===== config.mk =====
export PLATFORM = sky130hd
export DESIGN_NAME = pipe_hazard_track
export DESIGN_NICKNAME = d
export VERILOG_FILES = /design/src/rtl/pipe_hazard_track_pkg.sv /design/src/rtl/pipe_hazard_track_sat_counter.sv /design/src/rtl/pipe_hazard_track.sv
export SDC_FILE = /design/constraint.sdc
export NUM_CORES = 1
export LEC_CHECK = 0
export CORE_MARGIN = 3
export CORE_UTILIZATION = 42
export CTS_BUF_LIST = sky130_fd_sc_hd__clkbuf_8 sky130_fd_sc_hd__clkbuf_16
export DETAILED_ROUTE_END_ITERATION = 10
export PLACE_DENSITY = 0.87
export SLEW_MARGIN = 30
export SYNTH_ARGS = -nofsm -noshare
export SYNTH_HDL_FRONTEND = slang
export SYNTH_SLANG_ARGS = --single-unit

===== constraint.sdc =====
create_clock -name clock -period 1.8 [get_ports clock]
set_input_delay 0.36 -clock clock [delete_from_list [all_inputs] [get_ports clock]]
set_output_delay 0.36 -clock clock [all_outputs]
set_load 0.02 [all_outputs]

===== src/rtl/pipe_hazard_track_pkg.sv =====
// Shared pipeline definitions: hazard FSM encoding, link register, destination select.
package pipe_hazard_track_pkg;

  typedef enum logic {
    ST_RUN   = 1'b0,
    ST_FLUSH = 1'b1
  } hz_state_e;

  localparam logic [4:0] RA_REG_DEF = 5'd31;

  function automatic logic [4:0] sel_dest(
    input logic       jal,
    input logic       regrt,
    input logic [4:0] rt,
    input logic [4:0] rd,
    input logic [4:0] ra
  );
    if (jal)
      sel_dest = ra;
    else if (regrt)
      sel_dest = rt;
    else
      sel_dest = rd;
  endfunction

endpackage


===== src/rtl/pipe_hazard_track_sat_counter.sv =====
// Event counter that sticks at all-ones instead of wrapping.
module sat_counter #(
  parameter int CNT_W = 16
) (
  input  logic             clock,
  input  logic             resetn,
  input  logic             inc,
  output logic [CNT_W-1:0] count
);

  localparam logic [CNT_W-1:0] ONE = {{(CNT_W-1){1'b0}}, 1'b1};

  always_ff @(posedge clock or negedge resetn) begin
    if (!resetn)
      count <= '0;
    else if (inc && (count != '1))
      count <= count + ONE;
  end

endmodule


===== src/rtl/pipe_hazard_track.sv =====
// Load-use stall / control-transfer flush tracker carrying destination info ID->EXE->MEM.
module pipe_hazard_track
  import pipe_hazard_track_pkg::*;
#(
  parameter logic [4:0] RA_REG = RA_REG_DEF,
  parameter int         CNT_W  = 16
) (
  input  logic             clock,
  input  logic             resetn,
  input  logic             id_wreg,
  input  logic             id_m2reg,
  input  logic             id_regrt,
  input  logic             id_jal,
  input  logic [4:0]       id_rt,
  input  logic [4:0]       id_rd,
  input  logic             loaddepeen,
  input  logic [1:0]       pcsource,
  output logic [4:0]       EXE_rd,
  output logic             EXE_wreg,
  output logic             EXE_SLD,
  output logic [4:0]       MEM_rd,
  output logic             MEM_wreg,
  output logic             wpcir,
  output logic             if_flush,
  output logic [CNT_W-1:0] stall_cnt,
  output logic [CNT_W-1:0] flush_cnt
);

  hz_state_e  state;
  hz_state_e  state_nxt;
  logic       stall_p0;
  logic       bubble_p0;
  logic [4:0] dest_p0;

  assign dest_p0   = sel_dest(id_jal, id_regrt, id_rt, id_rd, RA_REG);
  assign stall_p0  = (state == ST_RUN) && !loaddepeen;
  assign bubble_p0 = stall_p0 || (state == ST_FLUSH);

  // Stall wins over a taken transfer; the flush is only scheduled when ID advances.
  always_comb begin
    state_nxt = ST_RUN;
    if ((state == ST_RUN) && loaddepeen && (pcsource != 2'b00))
      state_nxt = ST_FLUSH;
  end

  // pcsource never reaches wpcir; reset forces the PC open immediately.
  assign wpcir = !resetn || !stall_p0;

  // ID -> EXE -> MEM boundary registers plus FSM state
  always_ff @(posedge clock or negedge resetn) begin
    if (!resetn) begin
      state    <= ST_RUN;
      if_flush <= 1'b0;
      EXE_rd   <= 5'd0;
      EXE_wreg <= 1'b0;
      EXE_SLD  <= 1'b0;
      MEM_rd   <= 5'd0;
      MEM_wreg <= 1'b0;
    end else begin
      state    <= state_nxt;
      if_flush <= (state_nxt == ST_FLUSH);
      MEM_rd   <= EXE_rd;
      MEM_wreg <= EXE_wreg;
      if (bubble_p0) begin
        EXE_rd   <= 5'd0;
        EXE_wreg <= 1'b0;
        EXE_SLD  <= 1'b0;
      end else begin
        EXE_rd   <= dest_p0;
        EXE_wreg <= id_wreg;
        EXE_SLD  <= id_m2reg;
      end
    end
  end

  sat_counter #(.CNT_W(CNT_W)) u_stall_cnt (
    .clock  (clock),
    .resetn (resetn),
    .inc    (stall_p0),
    .count  (stall_cnt)
  );

  sat_counter #(.CNT_W(CNT_W)) u_flush_cnt (
    .clock  (clock),
    .resetn (resetn),
    .inc    (state == ST_FLUSH),
    .count  (flush_cnt)
  );

endmodule


# Word-level counts from Yosys, hierarchy flattened
# Index checks and enable logic that the tools add are counted.
[totals]
regBits = 46
latch_bits = 0
ram_bits = 0
romBits = 0
in_bits = 19
out_inout_bits = 47
word_cells = 30
n_memories = 0
[op_classes]
addsub = 2
mul = 0
n_div = 0
order_cmp = 0
eq_ne = 2
shifts = 0
n_mux = 6
bitwise = 1
reduce_logical = 11
[op_table]
columns = ["op", "count"]
rows = [
  ["16-bit by 1-bit adder with 16-bit output (second input constant)", 2],
  ["16-bit inequality test (second input constant)", 2],
  ["5-bit 2-to-1 mux", 3],
  ["1-bit logical AND", 5],
  ["1-bit zero test", 3],
  ["1-bit 2-to-1 mux", 3],
  ["1-bit logical OR", 2],
  ["2-bit nonzero test", 1],
  ["1-bit inverter", 1],
]

# Depth between registers and ports, before layout
# Gate-level depths: netlist of run 1.
[logic_depth]
ltp_word = 4
mapped_depth = 5
depth_no_buf = 5

# Hierarchy
# From an unflattened synthesis of run 1, not the netlist that was laid out.
[hier_totals]
cells_unflattened = 180
area_unflattened_um2 = 2200.9
[by_module_without_submodules]
columns = ["module", "instances", "cells_per_inst", "area_each_um2", "seq_area_each_um2"]
rows = [
  ["sat_counter", 2, 72, 859.6, 400.4],
  ["pipe_hazard_track", 1, 36, 481.7, 350.3],
]

# Least setup slack after synthesis of run 1
# No wires, ideal clock.
[synth_timing]
path_type = "register -> register"
startpoint = "register u_flush_cnt.count[0]"
endpoint = "register u_flush_cnt.count[1]"
setup_ns = 0.125
arrival_time_ns = 1.752
t_required_ns = 1.675
setup_slack_ns = -0.077
path_stages_with_launch = 6
path_buffers = 0
synth_period_minus_slack_ns = 1.877
path_cell_list = "dfrtp_1 ha_1 nand4_1 nor4_4 nand2b_4 mux2_4"
[synth_between]
elab_chain_len = 2
word_cells_on_any_way = 3
cone_classes = "add/sub: 1; eq/ne: 1; reduce/logical: 1"
[synth_rtl]
columns = ["item", "line_no", "text"]
rows = [
  ["start, declared", "pipe_hazard_track_sat_counter.sv:8", "output logic [CNT_W-1:0] count"],
  ["start signal, assigned", "pipe_hazard_track_sat_counter.sv:17", "count <= count + ONE;"],
  ["branches (longest 2 deep; another with 16-bit by 1-bit adder with 16-bit output)", "n/a", ""],
]
# Several ways; the timed one is not identified.
# A chain may end at the register's enable or synchronous reset.

# Final worst setup path of run 1
[layout_timing]
startpoint = "register u_stall_cnt.count[7]"
endpoint = "output stall_cnt[7]"
[layout_rtl]
columns = ["item", "line_no", "text"]
rows = [
  ["start, declared", "pipe_hazard_track_sat_counter.sv:8", ""],
  ["start signal, assigned", "pipe_hazard_track_sat_counter.sv:17", ""],
  ["end, declared", "pipe_hazard_track.sv:25", "output logic [CNT_W-1:0] stall_cnt,"],
]
# No word-level cell between the ends.

==> results by stage, run 1 <==
Outcome:
- The run finished with clean final reports.

Clock tree:
- The root buffer cell chosen for the clock tree is sky130_fd_sc_hd__clkbuf_8.
- In this run, CTS created clock tree buffers numbering 5.
- The count of hold buffers inserted by post-cts repair is 0.
- The post-CTS repair timing setup buffer count is 0.
- The number of H-tree levels is 2.
- The CTS tree is yes.
- The longest clock path from root to sink contains 2 buffers.
- For this design, the sink count on the clock tree is 46.
- The clock reaches the later pin of the worst-skew pair after about 300 ps.
- After clock tree synthesis, the clock-pin slew on the worst setup and hold paths is 90 ps.

Pwr:
- The power after layout is approximately 3.2 mW.
- The static power due to leakage is approximately 1.5 nW.
- Power spread over the standard cell area amounts to approximately 1000 mW/mm^2.
- The worst-case IR drop observed on VDD is ~0.7 mV.

Placement:
- The post-DP HPWL is ~3.6 mm.
- The total of buffers placed on input and output ports is between 60 and 70.
- Before CTS, the worst setup slack after placement is -197 ps.
- The global placement routability congestion is around 0.83.

STA:
- At the pin with the least slew margin, the transition time is 566 ps.
- Once routing completed, OpenROAD measured the worst setup slack at 43.1 ps.
- The final period utilization is between 90% and 100%.
- Clock skew on the completed layout was measured at between 6 and 7 ps.
- The total of endpoints with negative setup slack in the final report is 0.
- The maximum clock frequency is ~570 MHz.
- The clock period minus worst slack is between 1500 and 2000 ps.
- The final number of hold-violating endpoints is 0.
- The count of pins over their slew limit was 0.
- Measured against its own limit, the worst slew margin works out to 62.3%.

Setup path:
- The kind of start point of the critical path is a flop.
- The number of buffers and inverters on the critical path is 1.
- The critical-path maximum fanout is 5.
- The kind of end point of the critical path is a primary output.
- The critical path goes through clkdlybuf4s50_1.
- For the worst setup path, the data arrival time is 1400 ps.
- The kind of cell adding the most delay to the critical path is buffers and inverters.
- STA puts the critical path data required time at 1440 ps.
- The slowest cell on the critical path is sky130_fd_sc_hd__clkdlybuf4s50_1.
- The highest cell delay on the worst timing path is around 650 ps.
- The critical path is of the flop to primary output type.

Layout:
- The layout cell share with drive strength beyond 1 is between 10% and 20%.
- The final core area utilization is about 64%.
- At the end of the flow, the number of nets in the layout was 290.
- The number of antenna diodes in the final layout is 0.
- From synthesis to final layout, the design area changed by 45.2%.
- The filler cells instantiated in the layout total 411.

Synthesis:
- Synthesis produced a netlist with a net count of 210.
- The portion of the post-synthesis area used by sequential elements is roughly 54%.
- In the post-synthesis netlist, the cell with the most instances is sky130_fd_sc_hd__dfrtp_1.
- After synthesis, the share of flip-flops with an asynchronous set or reset is between 90% and 100%.
- The number of enable-type register cells in the synthesized netlist is 0.
- The share of the synthesized area in the top cell type is 54.4%.
- The largest total area in the synthesized netlist belongs to sky130_fd_sc_hd__dfrtp_1.
- After synthesis, the most frequently instantiated cells are sky130_fd_sc_hd__dfrtp_1, sky130_fd_sc_hd__nor2_1, sky130_fd_sc_hd__xor2_1.
- The post-synthesis sequential element count is 46.
- The count of cell types in the netlist is 38.
- The most used flip-flop cell after synthesis is sky130_fd_sc_hd__dfrtp_1.
- The synthesized area divided by synthesized cell count is 11.2 um^2.
- The mapped netlist covers roughly 0.0021 mm^2.
- After synthesis, the cell types taking the most area are sky130_fd_sc_hd__dfrtp_1, sky130_fd_sc_hd__xor2_1, sky130_fd_sc_hd__xnor2_1.
- Synthesis produced between 150 and 200 cells.
- Yosys printed 0 warnings.

Routing:
- Dividing the detail-routed wire length by the instance count gives around 14 um.
- The final routed wirelength across all metal layers is between 4 and 5 mm.
- Detailed routing inserted a total of approximately 1700 vias.
- The antenna violation net count after detailed routing is 0.
- The ratio of routed vias to standard cells is 5.07.
- The total DRC errors in the routed layout is 0.
- For this block, the initial DRC count from the detailed router was 56.
- The number of optimization iterations in the first detailed-route pass is 4.

Die:
- The total area inside the core boundary comes to 0.00479 mm^2.
- From bottom edge to top edge, the die measures 77.0 um.
- The horizontal extent of the die is between 70 and 80 um.
- The total number of placement rows is 25.
- The area of the die is between 0.005 and 0.006 mm^2.
- The boundary pin count is 66.
- The starting utilization of the core area is 44.2%.

Min path:
- The type of the worst min-delay path is input port to asynchronous set/reset pin.

Job:
- The max-capacitance violation count is 0.

Global route:
- Entering global routing, the biggest net connects 47 pins.
- The initial antenna violation count was 0.
- The number of global-route vias before repair is ~1700.
- The combined global-route utilization of all metal layers is about 17%.
- The first global-routing pass estimated 8.18 mm of wire.
- The sum of overflow across all layers after global routing is 0.
==> report_power, final <==
group | total [mW] | switching, mW | internal [mW]
Combinational | 0.981 | 0.481 | 0.500
Sequential | 1.38 | 0.187 | 1.20
Clock | 0.790 | 0.367 | 0.424
Total | 3.16 | 1.03 | 2.12
==> area by class of cell <==
type,count,area [um^2],area share [%]
multi-input cells,137,955,31.1
clock buffers,5,68.8,2.24
flip-flops and latches,46,1150,37.5
repair buffers,76,753,24.5
inverters,3,11.3,0.366
clock inverters,3,47.5,1.55
well taps,67,83.8,2.73
==> path summary, 6_finish.rpt <==
check	slack, ps	to	cells after the start	from
worst max-delay path	40	stall_cnt[7]	1	u_stall_cnt.count[7]
worst min-delay path	160	u_stall_cnt.count[15]	2	resetn
worst max register to register	110	u_stall_cnt.count[8]	5	u_stall_cnt.count[1]
worst min register to register	380	MEM_rd[0]	0	EXE_rd[0]
max in group asynchronous	1220	u_flush_cnt.count[0]	2	resetn
min in group clock	380	MEM_rd[0]	0	EXE_rd[0]
==> layer usage <==
metal,routed length [um],global-route usage [%],up-vias,part of all wire (%)
met3,254,4.11,10,5.4
met1,1850,19.3,811,39
met2,2520,30.9,55,53
li1,-,-,833,-
met4,102,6.41,0,2.2
met5,0,0,-,0
==> flip-flops by register name, indices dropped and copies added, names as in the netlist <==
name and count:
EXE_rd 5, MEM_rd 5, MEM_wreg 1, state 1
EXE_wreg 1, EXE_SLD 1, u_flush_cnt.count 16, u_stall_cnt.count 16
==> cells in the final DEF (no fill, tap or decap), drive strengths merged, types with 6 or more instances in the layout <==
cell and count:
clkdlybuf4s50 51, dfrtp 46, nor2 21, xor2 13
nand3 12, buf 12, dlymetal6s2s 11, nand4 10
nand2 9, xnor2 9, a21oi 7, nor3 7
and3 6
==> kinds of logic after synthesis <==
logic type	count (synthesis)	share of synthesized area, %
mux	4	2.30
fa+ha+maj	2	1.18
simple gates	93	27.0
xor+xnor	22	9.10
flops	46	54.4
compound gates	16	4.55
buf+inv	6	1.54
==> repair_timing <==
action,CTS,global route
pin swaps,0,0
gates resized for setup,3,16
hold endpoints to repair,0,0
endpoints found under the setup margin,3,20
==> metrics by stage <==
| step | instance area [um^2] | instances | TNS (ps) | hold WS, ps |
|---|---|---|---|---|
| 2_1_floorplan | 2120 | 189 | 0 | 64.4 |
| 3_3_place_gp | 2910 | 329 | -819 | 360 |
| 3_5_place_dp | 2910 | 329 | -1430 | 361 |
| 4_1_cts | 3020 | 337 | 0 | 190 |
| 5_1_grt | 3070 | 337 | -17.3 | 208 |
| 6_report | 3070 | 337 | 0 | 155 |
Power figures use the tool's default switching activity.
==> run 2: changes to the inputs <==
- RECOVER_POWER: default -> 25
==> run 2 against run 1 <==
Clock power about the same. Sequential cell count unchanged. Non-clock buffer count unchanged. Setup slack worse by 1.2 ps. Final area down 0.12%. Critical endpoint unchanged. Sequential share of layout area about the same. Global-route usage unchanged. Die area unchanged.
==> results by stage, run 2 (synthesis gave the netlist of run 1 again) <==
Setup path:
- The startpoint of the lowest-slack register-to-register path is u_stall_cnt.count[1].
- The cell depth of the worst flop-to-flop path is 5.
- The number of buffers and inverters on the critical path is 1.
- The highest cell delay on the worst timing path is between 600 and 700 ps.
- For the worst setup path, the data required time is 1440 ps.
- The kind of start point of the critical path is a flop.
- The arrival time of the worst setup path is roughly 1400 ps.
- The reg-to-reg critical path endpoint is u_stall_cnt.count[8].
- The signal on the critical path passes through clkdlybuf4s50_1.
- The register-to-register setup slack is 110 ps.
- In this run the worst path has a maximum fanout of 5.
- The kind of critical path is flop to primary output.
- The cell family contributing the most delay on the critical path is buffers and inverters.
- The slowest stage of the critical path belongs to the cell sky130_fd_sc_hd__clkdlybuf4s50_1.
- The kind of end point of the critical path is a primary output.

Routing:
- After the first detailed-routing iteration, the DRC count stood at 56.
- The first detailed-routing pass took 4 iterations.
- The wire length per cell is approximately 14 um.
- The routed length on met2 is 2.53 mm.
- In the final routing, the length of wire on met1 measures 1.84 mm.
- The final routed wirelength across all metal layers is about 4.7 mm.
- Wire segments on met3 add up to 254 um in the final route.
- Routed signal wires occupy layers up through met4.
- The ratio of routed vias to standard cells is between 5 and 6.
- Once detail routing completed, the nets flagged for antenna violations numbered 0.
- For this run, design rule violations remaining after detail routing come to 0.
- The routed layout has 1705 vias.

Die:
- The horizontal extent of the die is about 77 um.
- Row generation in the floorplan step produced 25 rows.
- In this run the count of I/O pins placed on the die edge is 66.
- The die covers between 0.005 and 0.006 mm^2.
- The die is 77.0 um tall.
- The core region is 0.00479 mm^2.
- The starting utilization of the core area is 44.2%.

Layout:
- The area growth from synthesis to layout is 45.0%.
- The layout cell share with drive strength beyond 1 is about 15%.
- The most common library cell in the layout ignoring fill and taps is sky130_fd_sc_hd__clkdlybuf4s50_1.
- The largest registers in the layout are u_flush_cnt.count: 16 flops, u_stall_cnt.count: 16 flops.
- In the layout the commonest cells are sky130_fd_sc_hd__clkdlybuf4s50_1, sky130_fd_sc_hd__dfrtp_1, sky130_fd_sc_hd__nor2_1.
- The net count of the finished layout is 290.
- The diode insertion count for antenna repair is 0.

Min path:
- For hold timing, the worst endpoint is MEM_rd[0].
- The type of the worst min-delay path is flop to flop.
- In this run the most critical hold path is launched from EXE_rd[0].
- The hold-critical path depth is 0.

Clock tree:
- The number of H-tree levels is 2.
- The total clock sinks is 46.
- The tree is rooted in a sky130_fd_sc_hd__clkbuf_8.
- The CTS tree is yes.
- Clock latency on the worst-skew pair, taken at its later pin, is about 300 ps.
- The post-CTS repair timing setup buffer count is 0.
- Clock-pin slew was measured on the worst setup and hold paths at about 90 ps.
- Buffers inserted during clock tree synthesis total 5.
- The clock passes through at most 2 buffers.

Global route:
- The number of global-route vias before repair is 1742.
- The pin count of the biggest net entering global routing is 47.
- The combined global-route utilization of all metal layers is ~17%.
- The wire length of the first global-routing pass is between 8 and 9 mm.
- Summed over all layers, the global routing overflow is 0.
- The initial antenna violation count is 0.

STA:
- The final period utilization is a little over nine tenths.
- Setup violations remaining at the end of the flow were counted as 0.
- The worst max-slew margin expressed relative to the limit is between 20% and 30%.
- The final worst setup slack is around 42 ps.
- The setup TNS is 0 ps.
- The count of pins over their slew limit is 0.
- At the pin with the least slew margin, the transition time is 1100 ps.
- Clock skew on the completed layout was measured at roughly 6.5 ps.
- The maximum clock frequency is about 570 MHz.
- The clock period minus worst slack is roughly 1800 ps.
- The final number of hold-violating endpoints is 0.

Pwr:
- Summed over all cells, the static leakage comes to around 1.5 nW.
- The net switching share of the total power is between 30% and 40%.
- The share of total power dissipated in combinational logic is between 30% and 40%.
- The switching power of the nets is between 1 and 1.5 mW.
- The power after layout is 3.15 mW.
- For this design the ratio of total power to cell area is around 1000 mW/mm^2.
- Per report_power, the clock group accounts for 25.0% of the total.
- Registers are responsible for a little over two fifths of the overall power.
- The maximum VDD drop is roughly 0.70 mV.
- Cell internal power was estimated by the tool at 2.12 mW.

Placement:
- The total of buffers placed on input and output ports is 65.
- The post-place setup slack is -197 ps.
- Once detailed placement completed, the half-perimeter wirelength came to about 3.6 mm.
- Routability-driven placement finished with a final weighted congestion of approximately 0.83.

Outcome:
- The flow ran to the end, and the final reports show no timing, DRC or antenna violations.

Job:
- The max-capacitance violation count is 0.
run 2: changes by cell type in the layout (fill, tap and decap cells not counted):
cell	change
sky130_fd_sc_hd__clkbuf_2	+1
sky130_fd_sc_hd__buf_2	-1
sky130_fd_sc_hd__clkbuf_1	+1
sky130_fd_sc_hd__buf_4	-1
run 2: area by class of cell:
class                      count  area [um^2]
fill                         412         1720
multi-input combinational    137          955
timing repair buffer          76          749
clock inverter                 3         47.5
sequential                    46         1150
tap                           67         83.8
clock buffer                   5         68.8
inverter                       3         11.3
run 2: how the worst max path moves through the flow:
stage	depth (start not counted)	start	slack, ps	end
after global routing	6	u_stall_cnt.count[1]	-9	u_stall_cnt.count[12]
after detailed placement	6	loaddepeen	-200	u_stall_cnt.count[8]
after CTS	1	u_stall_cnt.count[9]	8	stall_cnt[9]
after global placement	6	loaddepeen	-150	u_stall_cnt.count[8]
final	1	u_stall_cnt.count[7]	40	stall_cnt[7]
after floorplan	5	u_flush_cnt.count[1]	60	u_flush_cnt.count[1]
run 2: power groups by stage:
stage	Clock (mW)	Sequential (mW)	Combinational, mW
final	0.789	1.38	0.980
after detailed placement	0	1.40	0.990
after floorplan	0	1.58	0.265
after CTS	0.807	1.39	0.993
after global routing	0.856	1.42	1.05
after global placement	0	1.40	0.950
run 2: repair_timing:
action,4_1_cts,5_1_grt
endpoints found under the setup margin,3,20
gates resized for setup,3,16
hold buffers,0,0
run 2: routing by layer:
metal,up-vias,track usage (%)
met2,51,30.9
met3,8,4.11
li1,833,-
met4,0,6.41
met1,813,19.3
met5,-,0
run 2: through the flow:
step           cells  hold slack [ps]  util [%]  cell area, um^2
5_1_grt          337              393      64.1             3070
6_report         337              377      64.1             3070
3_5_place_dp     329              361      60.8             2910
2_1_floorplan    189             64.4         -             2120
4_1_cts          337              190      63.2             3020
3_3_place_gp     329              360      60.8             2910
